--- src/rtl/wb_core_arbiter.sv ---
// Round-robin Wishbone arbiter: NUM_MASTERS core-side masters share one slave port.
// The grant is locked for the whole cyc of the winner; a stall timeout aborts hung strobes.
module wb_core_arbiter #(
  parameter int NUM_MASTERS    = 2,
  parameter int ADDR_WIDTH     = 32,
  parameter int DATA_WIDTH     = 32,
  parameter int TIMEOUT_CYCLES = 1024
) (
  input  logic                              clk_core,
  input  logic                              rst_core,
  input  logic [NUM_MASTERS-1:0]            m_cyc_i,
  input  logic [NUM_MASTERS-1:0]            m_stb_i,
  input  logic [NUM_MASTERS-1:0]            m_we_i,
  input  logic [NUM_MASTERS*ADDR_WIDTH-1:0] m_addr_i,
  input  logic [NUM_MASTERS*DATA_WIDTH-1:0] m_data_i,
  output logic [DATA_WIDTH-1:0]             m_data_o,
  output logic [NUM_MASTERS-1:0]            m_ack_o,
  output logic [NUM_MASTERS-1:0]            m_err_o,
  output logic                              s_cyc_o,
  output logic                              s_stb_o,
  output logic                              s_we_o,
  output logic [ADDR_WIDTH-1:0]             s_addr_o,
  output logic [DATA_WIDTH-1:0]             s_data_o,
  input  logic [DATA_WIDTH-1:0]             s_data_i,
  input  logic                              s_ack_i,
  output logic [NUM_MASTERS-1:0]            grant_o
);
  localparam int LW = (NUM_MASTERS > 1) ? $clog2(NUM_MASTERS) : 1;
  localparam int CW = (TIMEOUT_CYCLES > 0) ? $clog2(TIMEOUT_CYCLES + 1) : 1;
  localparam logic [CW-1:0] TMO      = CW'(TIMEOUT_CYCLES);
  localparam logic [LW-1:0] LAST_RST = LW'(NUM_MASTERS - 1);

  typedef enum logic [1:0] {IDLE, GRANTED, ABORT} state_t;

  state_t                 state_q, state_d;
  logic [NUM_MASTERS-1:0] grant_q, grant_d;
  logic [LW-1:0]          last_q, last_d;
  logic [CW-1:0]          cnt_q, cnt_d;
  logic [LW-1:0]          win;
  logic                   found;
  logic                   expire;

  // Slave side mirrors the granted master; grant_q is zero outside GRANTED.
  always_comb begin
    s_cyc_o  = 1'b0;
    s_stb_o  = 1'b0;
    s_we_o   = 1'b0;
    s_addr_o = '0;
    s_data_o = '0;
    for (int i = 0; i < NUM_MASTERS; i++) begin
      if (grant_q[i]) begin
        s_cyc_o  = s_cyc_o | m_cyc_i[i];
        s_stb_o  = s_stb_o | m_stb_i[i];
        s_we_o   = s_we_o  | m_we_i[i];
        s_addr_o = s_addr_o | m_addr_i[i*ADDR_WIDTH +: ADDR_WIDTH];
        s_data_o = s_data_o | m_data_i[i*DATA_WIDTH +: DATA_WIDTH];
      end
    end
  end

  // An ack landing in the expiry cycle wins over the timeout.
  assign expire   = (TIMEOUT_CYCLES > 0) && (state_q == GRANTED) && s_cyc_o &&
                    s_stb_o && !s_ack_i && (cnt_q == TMO);
  assign m_ack_o  = grant_q & {NUM_MASTERS{s_ack_i}};
  assign m_err_o  = grant_q & {NUM_MASTERS{expire}};
  assign m_data_o = s_data_i;
  assign grant_o  = grant_q;

  // Round-robin search starting just after the last winner.
  always_comb begin
    win   = '0;
    found = 1'b0;
    for (int k = 1; k <= NUM_MASTERS; k++) begin
      if (!found && m_cyc_i[(int'(last_q) + k) % NUM_MASTERS]) begin
        found = 1'b1;
        win   = LW'((int'(last_q) + k) % NUM_MASTERS);
      end
    end
  end

  always_comb begin
    state_d = state_q;
    grant_d = grant_q;
    last_d  = last_q;
    cnt_d   = cnt_q;
    case (state_q)
      IDLE: begin
        cnt_d = '0;
        if (found) begin
          grant_d      = '0;
          grant_d[win] = 1'b1;
          last_d       = win;
          state_d      = GRANTED;
        end
      end
      GRANTED: begin
        if (!s_cyc_o) begin
          grant_d = '0;
          cnt_d   = '0;
          state_d = IDLE;
        end else if (expire) begin
          grant_d = '0;
          cnt_d   = '0;
          state_d = ABORT;
        end else if (s_ack_i) begin
          cnt_d = '0;
        end else if (s_stb_o && (TIMEOUT_CYCLES > 0)) begin
          cnt_d = cnt_q + 1'b1;
        end
      end
      default: begin
        grant_d = '0;
        cnt_d   = '0;
        state_d = IDLE;
      end
    endcase
  end

  always_ff @(posedge clk_core) begin
    if (rst_core) begin
      state_q <= IDLE;
      grant_q <= '0;
      last_q  <= LAST_RST;
      cnt_q   <= '0;
    end else begin
      state_q <= state_d;
      grant_q <= grant_d;
      last_q  <= last_d;
      cnt_q   <= cnt_d;
    end
  end
endmodule

--- config.mk ---
export PLATFORM = sky130hd
export DESIGN_NAME = wb_core_arbiter
export DESIGN_NICKNAME = d
export VERILOG_FILES = /design/src/rtl/wb_core_arbiter.sv
export SDC_FILE = /design/constraint.sdc
export NUM_CORES = 1
export LEC_CHECK = 0
export ABC_AREA = 1
export CAP_MARGIN = 40
export CORE_AREA = 2 2 108 110
export CTS_CLUSTER_DIAMETER = 30
export DETAILED_ROUTE_END_ITERATION = 10
export DIE_AREA = 0 0 110 112
export DONT_BUFFER_PORTS = 1
export HOLD_SLACK_MARGIN = 0.03
export MAX_ROUTING_LAYER = met4
export PLACE_DENSITY = 0.39
export SLEW_MARGIN = 25
export SYNTH_ARGS = -nofsm -noshare
export SYNTH_HDL_FRONTEND = slang
export SYNTH_SLANG_ARGS = --single-unit
--- constraint.sdc ---
create_clock -name clk_core -period 2.9 [get_ports clk_core]
set_clock_uncertainty 0.05 [all_clocks]
set_input_delay 0.58 -clock clk_core [delete_from_list [all_inputs] [get_ports clk_core]]
set_output_delay 0.58 -clock clk_core [all_outputs]
set_load 0.01 [all_outputs]
==> results of run 1 <==
==> cells in the final DEF (no fill, tap or decap), drive strengths merged, types with 2 or more instances in the layout <==
cell,count
nor2,21
nand2,44
a21oi,9
nor3,3
clkbuf,3
o21ai,7
diode,2
a22o,65
buf,2
dfxtp,16
inv,19
nand3,7
ha,2
==> layer usage <==
metal | share of wire (%) | track usage (%) | vias up
li1 | - | - | 768
met1 | 45 | 17.0 | 775
met2 | 42 | 16.7 | 118
met3 | 13 | 5.97 | 2
met4 | 0.29 | 1.43 | 0
met5 | 0 | - | -
==> sequential cells by signal, indices dropped and copies added, names as in the netlist <==
register	cells
grant_o	2
state_q	2
cnt_q	11
last_q	1
==> layout make-up <==
type	count	area, um^2	share of cell area (%)
Antenna cell	2	5.00	0.275
Clock buffer	3	75.1	4.13
Inverter	19	73.8	4.06
Multi-Input combinational cell	165	1150	63.1
Sequential cell	16	323	17.7
Tap cell	143	179	9.83
Timing Repair Buffer	2	15.0	0.825
==> worst paths after layout <==
path / end / startpoint / cells after the start
max reg2reg: cnt_q[1] / cnt_q[0] / 9
min: grant_o[0] / rst_core / 1
max: s_data_o[8] / grant_o[1] / 2
min reg2reg: last_q / last_q / 2
==> stage by stage <==
step	utilization (%)	cell area (um^2)	hold WS, ns
6_report	16.3	1820	0.348
3_3_place_gp	15.6	1740	0.397
5_1_grt	16.3	1820	0.338
2_1_floorplan	-	1870	0.374
4_1_cts	16.2	1810	0.343
3_5_place_dp	15.6	1740	0.393
==> power breakdown <==
group / total, mW / switching [mW] / internal (mW)
combinational: 0.221 / 0.153 / 0.0680
clock: 0.269 / 0.0882 / 0.181
sequential: 0.230 / 0.00455 / 0.225
==> cells by family (layout without fill, tap and decap cells) <==
family | after synthesis | in the layout | synth area share (%)
AO/OA/AOI/OAI | 83 | 83 | 36.9
XOR/XNOR | 1 | 1 | 0.470
adder cells (fa/ha/maj) | 2 | 2 | 1.34
buffers and inverters | 67 | 24 | 21.3
flip-flops | 16 | 16 | 17.2
other | 0 | 2 | 0
AND/OR/NAND/NOR | 79 | 79 | 22.9
==> worst max-delay path: cells and delay by family, from the launching register on <==
family | cells | cell delay (ns)
AOI/OAI and AO/OA | 1 | 0.43
DFF | 1 | 0.37
buffers and inverters | 1 | 0.54
==> impl_results.rst, run 1 <==
.. list-table::
   :header-rows: 1

   * - Metric
     - Value
   * - Synth Warn #
     - 0
   * - Cell area after synthesis
     - 1870 um^2
   * - Layout Cells excl Fill
     - 350
   * - Maximum number of pins on one net before global-route repair
     - 69
   * - Clock sink total
     - 16
   * - Total number of H-tree levels
     - 1
   * - Commonest cells in the netlist
     - sky130_fd_sc_hd__a22o_1 (65), sky130_fd_sc_hd__nand2_1 (35), sky130_fd_sc_hd__buf_4 (32)
   * - Proportion of register bits with asynchronous set or reset after synthesis
     - 0%
   * - Count of final setup violators
     - 0
   * - Critical path's slowest cell
     - sky130_fd_sc_hd__buf_4
   * - Placed cells
     - 345
   * - Data arrival time at the worst-slack endpoint
     - 1.61 ns
   * - Area growth, synth to finish
     - -2.48%
   * - Nets
     - 378
   * - Period utilisation layout
     - 77.4%
   * - Maximum vdd drop
     - 189 uV
   * - Number of inserted filler cells in the final layout
     - 1275
   * - Minimum setup slack after placement
     - 0.770 ns
   * - CTS resizes
     - 0
   * - CP endpoint kind
     - primary output
   * - Synth Net Count
     - 419
   * - Final routed DRC violation total
     - 0
   * - Vias per Instance
     - 4.75
   * - Syn avg cell area
     - 7.52 um^2
   * - Vias in the first global route
     - 1485
   * - Cell breakdown of the critical path
     - buf_4 > a22o_1
   * - Type of the worst setup path
     - reg2out
   * - Count of antenna-violating nets left after detailed routing
     - 0
   * - Max Cap Viol
     - 0
   * - Leading post-synthesis cells by cell area
     - sky130_fd_sc_hd__a22o_1 (31%), sky130_fd_sc_hd__dfxtp_1 (17%), sky130_fd_sc_hd__buf_4 (13%)
   * - Die Wd
     - 110 um
   * - First-pass detailed-route iteration total
     - 4
   * - Area enclosed by the die boundary
     - 12300 um^2
   * - Top-area cell type share of the netlist area
     - 30.5%
   * - Total wire length after detailed routing
     - 8.20 mm
   * - Highest fanout seen on the critical path
     - 68
   * - Tightest slew margin relative to the limit
     - 56.9%
   * - Number of unique standard cell types used by synthesis
     - 33
   * - TritonCTS buffer count
     - 3
   * - Type of the worst min-delay path
     - in2reg
   * - Clock tree from TritonCTS
     - yes
   * - Number of antenna violations at the first check in global routing
     - 2
   * - Period minus WS final
     - 2.24 ns
   * - Run status
     - finished, final reports clean
   * - Postcts setup bufs
     - 0
   * - Clk root buf
     - sky130_fd_sc_hd__clkbuf_16
   * - Top-level port count
     - 274
   * - Power density over the cells
     - 396 nW/um^2
   * - Number of port buffers
     - 0
   * - Sequential element share of the synthesized area
     - 17.2%
   * - Transition time at the pin with the least slew margin
     - 0.646 ns
   * - Count of endpoints failing hold in the final timing report
     - 0
   * - Largest stage delay on the critical path
     - 0.54 ns
   * - DR iter-0 viols
     - 111
   * - Leakage power
     - 0.674 nW
   * - Wire length of the first global-routing pass
     - 10.2 mm
   * - Buffer levels on the longest clock path
     - 2
   * - Number of storage elements in the synthesis netlist
     - 16
   * - # rows
     - 39
   * - Share of post-route cells with drive strength above 1
     - 17.6%
   * - Aggregate global-route resource usage
     - 12.3%
   * - Most instantiated library cell after synthesis
     - sky130_fd_sc_hd__a22o_1
   * - Post-synthesis cell type with the largest combined area
     - sky130_fd_sc_hd__a22o_1
   * - Average detailed-routed wire length per instance
     - 23.4 um
   * - Area of the core
     - 11200 um^2
   * - Setup TNS
     - 0 ns
   * - EDFF count, synth
     - 0
   * - Maximum clock rate
     - 0.446 GHz
   * - Clock transition at the registers of the reported paths
     - 0.05 ns
   * - Data required, critical path
     - 2.27 ns
   * - Clock latency reported for the late side of the worst-skew pair
     - 0.25 ns
   * - Final Max Tran Viols
     - 0
   * - FF-to-FF setup slack
     - 1.45 ns
   * - Setup repair after global routing missed its margin
     - no
   * - Total grt overflow
     - 0
   * - Cells after Synth
     - 248
   * - Worst path setup slack after routing
     - 0.656 ns
   * - Post-detail-place hpwl
     - 7.17 mm
   * - Floorplan die height
     - 112 um
   * - Vias
     - 1663
   * - Initial standard-cell utilization of the core
     - 16.7%
   * - Post-synth top flop
     - sky130_fd_sc_hd__dfxtp_1
   * - Sum of internal, switching and leakage power
     - 720 uW
   * - Worst Setup Start Kind
     - flop
   * - Weighted congestion reported at the end of routability-driven placement
     - 0.925
   * - CTS Hold Bufs
     - 0
Power figures use the tool's default switching activity.
==> run 2, diff against run 1 <==
--- a/config.mk
+++ b/config.mk
@@ -14,7 +14,7 @@
 export DONT_BUFFER_PORTS = 1
 export HOLD_SLACK_MARGIN = 0.03
 export MAX_ROUTING_LAYER = met4
-export PLACE_DENSITY = 0.39
+export PLACE_DENSITY = 0.4
 export SLEW_MARGIN = 25
 export SYNTH_ARGS = -nofsm -noshare
 export SYNTH_HDL_FRONTEND = slang
==> constraint.sdc (replaced) <==
create_clock -name clk_core -period 2 [get_ports clk_core]
set_clock_uncertainty 0.05 [all_clocks]
set_input_delay 0.4 -clock clk_core [delete_from_list [all_inputs] [get_ports clk_core]]
set_output_delay 0.4 -clock clk_core [all_outputs]
set_load 0.01 [all_outputs]
==> impl_results.rst, run 2 (synthesis gave the netlist of run 1 again) <==
.. list-table::
   :header-rows: 1

   * - Metric
     - Value
   * - Run status
     - finished, final reports clean (unchanged)
   * - Proportion of power drawn by the clock network
     - 37.1% (was 37.4%)
   * - Number of port buffers
     - 0 (unchanged)
   * - Worst hold slack
     - 0.170 ns (was 0.348 ns)
   * - Total number of H-tree levels
     - 1 (unchanged)
   * - Post-detailed-placement cell area
     - 1760 um^2 (was 1740 um^2)
   * - Count of antenna-violating nets left after detailed routing
     - 0 (unchanged)
   * - Transition time at the pin with the least slew margin
     - 0.405 ns (was 0.646 ns)
   * - Nets
     - 381 (was 378)
   * - Area enclosed by the die boundary
     - 12300 um^2 (unchanged)
   * - Type of the worst setup path
     - reg2out (unchanged)
   * - Aggregate global-route resource usage
     - 11.4% (was 12.3%)
   * - Flip-flop count of the largest register after layout
     - 11 (unchanged)
   * - Power density over the cells
     - 565 nW/um^2 (was 396 nW/um^2)
   * - Maximum clock rate
     - 0.521 GHz
   * - Data required, critical path
     - 1.55 ns (was 2.27 ns)
   * - Type of the worst min-delay path
     - in2reg (unchanged)
   * - Area growth, synth to finish
     - -0.403% (was -2.48%)
   * - Area of the core
     - 11200 um^2 (unchanged)
   * - Number of stages on the worst hold path
     - 1 (unchanged)
   * - CP endpoint kind
     - primary output (unchanged)
   * - Total grt overflow
     - 0 (unchanged)
   * - Setup repair after global routing missed its margin
     - yes (was no)
   * - Vias
     - 1683 (was 1663)
   * - Initial standard-cell utilization of the core
     - 16.7% (unchanged)
   * - Clock sink total
     - 16 (unchanged)
   * - Net switching power figure
     - 354 uW (was 246 uW)
   * - Logic gate share of total power
     - 31.2% (was 30.7%)
   * - Worst reg2reg path depth
     - 9 (unchanged)
   * - Highest fanout seen on the critical path
     - 9 (was 68)
   * - Buffer levels on the longest clock path
     - 2 (unchanged)
   * - WHS Endpoint
     - state_q[0] (was grant_o[0])
   * - Maximum vdd drop
     - 223 uV (was 189 uV)
   * - Design area
     - 1860 um^2 (was 1820 um^2)
   * - Wire length of the first global-routing pass
     - 9.54 mm (was 10.2 mm)
   * - Tightest slew margin relative to the limit
     - 73.0% (was 56.9%)
   * - Vias in the first global route
     - 1500 (was 1485)
   * - Leading cell types in the layout, fill and taps excluded
     - sky130_fd_sc_hd__a22o_1 (65), sky130_fd_sc_hd__nand2_1 (34), sky130_fd_sc_hd__inv_1 (17), sky130_fd_sc_hd__dfxtp_1 (14), sky130_fd_sc_hd__nor2_1 (11) (was sky130_fd_sc_hd__a22o_1 (65), sky130_fd_sc_hd__nand2_1 (35), sky130_fd_sc_hd__inv_1 (17), sky130_fd_sc_hd__dfxtp_1 (14), sky130_fd_sc_hd__nor2_1 (13))
   * - Number of antenna violations at the first check in global routing
     - 2 (unchanged)
   * - Total wire length after detailed routing
     - 7.67 mm (was 8.20 mm)
   * - Maximum number of pins on one net before global-route repair
     - 42 (was 69)
   * - Clk root buf
     - sky130_fd_sc_hd__clkbuf_16 (unchanged)
   * - CTS Hold Bufs
     - 0 (unchanged)
   * - Top-level port count
     - 274 (unchanged)
   * - Final routed DRC violation total
     - 0 (unchanged)
   * - Postcts setup bufs
     - 0 (unchanged)
   * - Layout Cells excl Fill
     - 353 (was 350)
   * - Hold path startpoint
     - rst_core (unchanged)
   * - Share of post-route cells with drive strength above 1
     - 20.2% (was 17.6%)
   * - Vias per Instance
     - 4.77 (was 4.75)
   * - DR iter-0 viols
     - 52 (was 111)
   * - Count of final setup violators
     - 0 (unchanged)
   * - Clock latency reported for the late side of the worst-skew pair
     - 0.25 ns (about the same)
   * - Die Wd
     - 110 um (unchanged)
   * - Sequential cell fraction of total power
     - 31.7% (was 31.9%)
   * - Switching power as a share of total power
     - 33.8% (was 34.1%)
   * - Post-detail-place hpwl
     - 6.68 mm (was 7.17 mm)
   * - Critical register-to-register path endpoint
     - cnt_q[6] (was cnt_q[1])
   * - Clock transition at the registers of the reported paths
     - 0.05 ns (about the same)
   * - Floorplan die height
     - 112 um (unchanged)
   * - Clock tree from TritonCTS
     - yes (unchanged)
   * - Cell internal power dissipation
     - 695 uW (was 475 uW)
   * - Weighted congestion reported at the end of routability-driven placement
     - 0.943 (was 0.925)
   * - # rows
     - 39 (unchanged)
   * - Average detailed-routed wire length per instance
     - 21.7 um (was 23.4 um)
   * - FF-to-FF setup slack
     - 0.57 ns (was 1.45 ns)
   * - Critical R2R Launch
     - cnt_q[0] (unchanged)
   * - Max Cap Viol
     - 0 (unchanged)
   * - Data arrival time at the worst-slack endpoint
     - 1.47 ns (was 1.61 ns)
   * - Period minus WS final
     - 1.92 ns
   * - Placed cells
     - 348 (was 345)
   * - Leakage power
     - 0.692 nW (was 0.674 nW)
   * - Count of endpoints failing hold in the final timing report
     - 0 (unchanged)
   * - First-pass detailed-route iteration total
     - 4 (unchanged)
   * - Worst Setup Start Kind
     - flop (unchanged)
   * - Most common cell after layout, fill and taps aside
     - sky130_fd_sc_hd__a22o_1 (unchanged)
   * - TritonCTS buffer count
     - 3 (unchanged)
   * - Period utilisation layout
     - 96.0%
   * - Final Max Tran Viols
     - 0 (unchanged)
   * - Largest reg by FF count
     - cnt_q (unchanged)
==> run 2: what timing repair did <==
item,in CTS,in global routing
setup endpoints to repair,2,2
gates resized for setup,0,4
pin swaps,0,1
==> run 2: worst max path at each step <==
stage | startpoint | end | cells after the start
floorplan | grant_o[1] | m_err_o[0] | 7
global placement | m_stb_i[0] | m_err_o[0] | 6
detailed placement | m_stb_i[0] | m_err_o[0] | 6
CTS | cnt_q[0] | m_err_o[0] | 6
global route | grant_o[1] | m_err_o[1] | 6
finish | grant_o[1] | m_err_o[0] | 6
==> run 2: stage by stage <==
| step | total power [mW] | setup TNS (ns) | setup slack [ns] | utilization [%] |
|---|---|---|---|---|
| finish | 1.05 | 0 | 0.0804 | 16.6 |
| global route | 1.10 | -0.0670 | -0.0339 | 16.6 |
| CTS | 1.07 | -0.0729 | -0.0394 | 16.4 |
| detailed placement | 0.667 | 0 | 0.223 | 15.8 |
| global placement | 0.666 | 0 | 0.240 | 15.8 |
| floorplan | 0.669 | 0 | 0.312 | - |
==> run 2: worst max-delay path: stages (launching register included) <==
cell                      delay, ns
sky130_fd_sc_hd__dfxtp_2       0.37
sky130_fd_sc_hd__nand2_4       0.08
sky130_fd_sc_hd__nand2_8       0.13
sky130_fd_sc_hd__inv_4         0.06
sky130_fd_sc_hd__nor4_2        0.28
sky130_fd_sc_hd__nand2_2       0.13
sky130_fd_sc_hd__nor2_2        0.16
==> run 2: power by group through the flow <==
stage	logic, mW	registers, mW	clock network (mW)
floorplan	0.331	0.338	0
global placement	0.327	0.339	0
detailed placement	0.328	0.339	0
CTS	0.331	0.332	0.405
global route	0.351	0.334	0.418
finish	0.327	0.333	0.390
==> run 2: final cells by class <==
type	count	area (um^2)
Fill cell	1263	9320
Multi-Input combinational cell	165	1160
Sequential cell	16	323
Tap cell	143	179
Clock buffer	3	75.1
Inverter	19	73.8
Timing Repair Buffer	5	37.5
Antenna cell	2	5.00
==> run 2: routing by layer <==
metal  wire length [um]  track usage (%)  vias up
li1                   -                -      771
met2               3530             17.3      112
met4                 59             2.62        0
met3               1030             5.62        5
met5                  0                -        -
met1               3040             13.4      795
==> run 3, diff against run 2 <==
==> constraint.sdc (replaced) <==
create_clock -name clk_core -period 1.7 [get_ports clk_core]
set_clock_uncertainty 0.05 [all_clocks]
set_input_delay 0.34 -clock clk_core [delete_from_list [all_inputs] [get_ports clk_core]]
set_output_delay 0.34 -clock clk_core [all_outputs]
set_load 0.01 [all_outputs]
==> impl_results.rst, run 3 (synthesis gave the netlist of run 1 again) <==
.. list-table::
   :header-rows: 1

   * - Metric
     - Value
   * - Count of final setup violators
     - 2 (was 0)
   * - Transition time at the pin with the least slew margin
     - 0.302 ns (was 0.405 ns)
   * - Worst path setup slack after routing
     - -0.0754 ns (was 0.0804 ns)
   * - Placed cells
     - 350 (was 348)
   * - Run status
     - finished, violations left (was finished, final reports clean)
   * - Area of the core
     - 11200 um^2 (unchanged)
   * - Design area
     - 2040 um^2 (was 1860 um^2)
   * - Setup repair after global routing missed its margin
     - yes (unchanged)
   * - Floorplan die height
     - 112 um (unchanged)
   * - Highest fanout seen on the critical path
     - 3 (was 9)
   * - Top-level port count
     - 274 (unchanged)
   * - Total grt overflow
     - 0 (unchanged)
   * - Number of antenna violations at the first check in global routing
     - 3 (was 2)
   * - Total wire length after detailed routing
     - 7.82 mm (was 7.67 mm)
   * - Power density over the cells
     - 644 nW/um^2 (was 565 nW/um^2)
   * - Initial standard-cell utilization of the core
     - 16.7% (unchanged)
   * - Area enclosed by the die boundary
     - 12300 um^2 (unchanged)
   * - TritonCTS buffer count
     - 3 (unchanged)
   * - Sum of internal, switching and leakage power
     - 1.32 mW (was 1.05 mW)
   * - Period minus WS final
     - 1.78 ns
   * - Count of endpoints failing hold in the final timing report
     - 0 (unchanged)
   * - Maximum vdd drop
     - 266 uV (was 223 uV)
   * - Post-detail-place hpwl
     - 6.57 mm (was 6.68 mm)
   * - Die Wd
     - 110 um (unchanged)
   * - Leading cell types in the layout, fill and taps excluded
     - sky130_fd_sc_hd__a22o_1 (61), sky130_fd_sc_hd__nand2_1 (33), sky130_fd_sc_hd__inv_1 (12), sky130_fd_sc_hd__buf_4 (11), sky130_fd_sc_hd__dfxtp_1 (10) (was sky130_fd_sc_hd__a22o_1 (65), sky130_fd_sc_hd__nand2_1 (34), sky130_fd_sc_hd__inv_1 (17), sky130_fd_sc_hd__dfxtp_1 (14), sky130_fd_sc_hd__nor2_1 (11))
   * - Weighted congestion reported at the end of routability-driven placement
     - 0.941 (was 0.943)
   * - First-pass detailed-route iteration total
     - 4 (unchanged)
   * - Worst Setup Start Kind
     - flop (unchanged)
   * - Aggregate global-route resource usage
     - 11.5% (was 11.4%)
   * - Number of inserted filler cells in the final layout
     - 1257 (was 1263)
   * - Vias
     - 1735 (was 1683)
   * - Failing checks
     - negative setup slack
   * - Final routed DRC violation total
     - 0 (unchanged)
   * - Final Max Tran Viols
     - 0 (unchanged)
   * - Tightest slew margin relative to the limit
     - 79.7% (was 73.0%)
   * - Number of port buffers
     - 0 (unchanged)
   * - Share of post-route cells with drive strength above 1
     - 33.8% (was 20.2%)
   * - Total number of H-tree levels
     - 1 (unchanged)
   * - Largest reg by FF count
     - cnt_q (unchanged)
   * - Clock latency reported for the late side of the worst-skew pair
     - 0.25 ns (about the same)
   * - DR iter-0 viols
     - 76 (was 52)
   * - Area growth, synth to finish
     - 9.52% (was -0.403%)
   * - Vias per Instance
     - 4.75 (was 4.77)
   * - Wire length of the first global-routing pass
     - 9.59 mm (was 9.54 mm)
   * - Clk root buf
     - sky130_fd_sc_hd__clkbuf_16 (unchanged)
   * - Count of antenna-violating nets left after detailed routing
     - 0 (unchanged)
   * - CP endpoint kind
     - primary output (unchanged)
   * - Data required, critical path
     - 1.31 ns (was 1.55 ns)
   * - Nets
     - 391 (was 381)
   * - Buffer levels on the longest clock path
     - 2 (unchanged)
   * - # rows
     - 39 (unchanged)
   * - Flip-flop count of the largest register after layout
     - 11 (unchanged)
   * - Maximum clock rate
     - 0.563 GHz
   * - Vias in the first global route
     - 1517 (was 1500)
   * - Type of the worst setup path
     - reg2out (unchanged)
   * - Leakage power
     - 0.782 nW (was 0.692 nW)
   * - Clock tree from TritonCTS
     - yes (unchanged)
   * - Data arrival time at the worst-slack endpoint
     - 1.39 ns (was 1.47 ns)
   * - Clock transition at the registers of the reported paths
     - 0.05 ns (about the same)
   * - Post-detailed-placement cell area
     - 1790 um^2 (was 1760 um^2)
   * - Maximum number of pins on one net before global-route repair
     - 58 (was 42)
   * - Most common cell after layout, fill and taps aside
     - sky130_fd_sc_hd__a22o_1 (unchanged)
   * - Clock sink total
     - 16 (unchanged)
   * - Max Cap Viol
     - 0 (unchanged)
   * - Type of the worst min-delay path
     - in2reg (unchanged)
   * - Period utilisation layout
     - 104%
   * - Layout Cells excl Fill
     - 365 (was 353)
   * - Average detailed-routed wire length per instance
     - 21.4 um (was 21.7 um)
-- run 3: changes by cell type in the layout (fill, tap and decap cells not counted), moves of 2 or more --
cell	previous run	this run
sky130_fd_sc_hd__nor2_4	1	5
sky130_fd_sc_hd__a22o_2	0	4
sky130_fd_sc_hd__inv_2	1	6
sky130_fd_sc_hd__dfxtp_4	0	2
sky130_fd_sc_hd__buf_4	5	11
sky130_fd_sc_hd__dfxtp_2	2	4
sky130_fd_sc_hd__nand2_4	2	4
sky130_fd_sc_hd__nor2_1	11	8
sky130_fd_sc_hd__nand3_1	6	3
sky130_fd_sc_hd__nand3_2	1	3
sky130_fd_sc_hd__dfxtp_1	14	10
sky130_fd_sc_hd__a22o_1	65	61
sky130_fd_sc_hd__buf_6	0	2
sky130_fd_sc_hd__inv_1	17	12
-- run 3: final timing paths --
| check | from | end | slack [ns] | depth (start not counted) |
|---|---|---|---|---|
| max | cnt_q[7] | m_err_o[0] | -0.08 | 5 |
| min | rst_core | grant_o[1] | 0.09 | 1 |
| max reg2reg | cnt_q[7] | cnt_q[6] | 0.19 | 11 |
| min reg2reg | last_q | last_q | 0.43 | 2 |
-- run 3: power by group --
group	internal, mW	switching, mW
Combinational	0.134	0.263
Sequential	0.382	0.00910
Clock	0.359	0.170
Total	0.875	0.442
-- run 3: critical path, stage by stage (launching register included) --
cell and delay, ns:
sky130_fd_sc_hd__dfxtp_4 0.35, sky130_fd_sc_hd__nor2_4 0.11, sky130_fd_sc_hd__nand3_2 0.09, sky130_fd_sc_hd__nor4_4 0.29
sky130_fd_sc_hd__nand2_2 0.15, sky130_fd_sc_hd__nor2_4 0.13
-- run 3: final cells by class --
class	instances	area, um^2	area share [%]
diodes	3	7.51	0.367
clock buffers	4	88.8	4.35
inverters	19	73.8	3.61
multi-input cells	166	1240	60.5
flip-flops and latches	16	333	16.3
well taps	143	179	8.76
repair buffers	14	125	6.12
-- run 3: through the flow --
stage	setup TNS [ns]	worst slack (ns)	util, %	hold WS (ns)
floorplan	0	0.0724	-	0.359
global placement	0	0.0471	16.0	0.357
detailed placement	0	0.0120	16.0	0.360
CTS	-1.19	-0.156	17.4	0.0887
global route	-0.327	-0.164	18.3	0.0856
finish	-0.149	-0.0754	18.3	0.0915
-- run 3: timing repair --
action	in CTS	in global routing
setup buffers	6	4
pin swaps	9	13
hold buffers	0	0
hold endpoints to repair	0	0
endpoints found under the setup margin	4	29
gates resized for setup	10	24
gates cloned	0	1
-- run 3: routing by layer --
layer	GRT usage, %	wire length, um
met5	-	0
met4	4.14	103
met3	6.62	1080
met2	17.0	3640
met1	12.8	3000
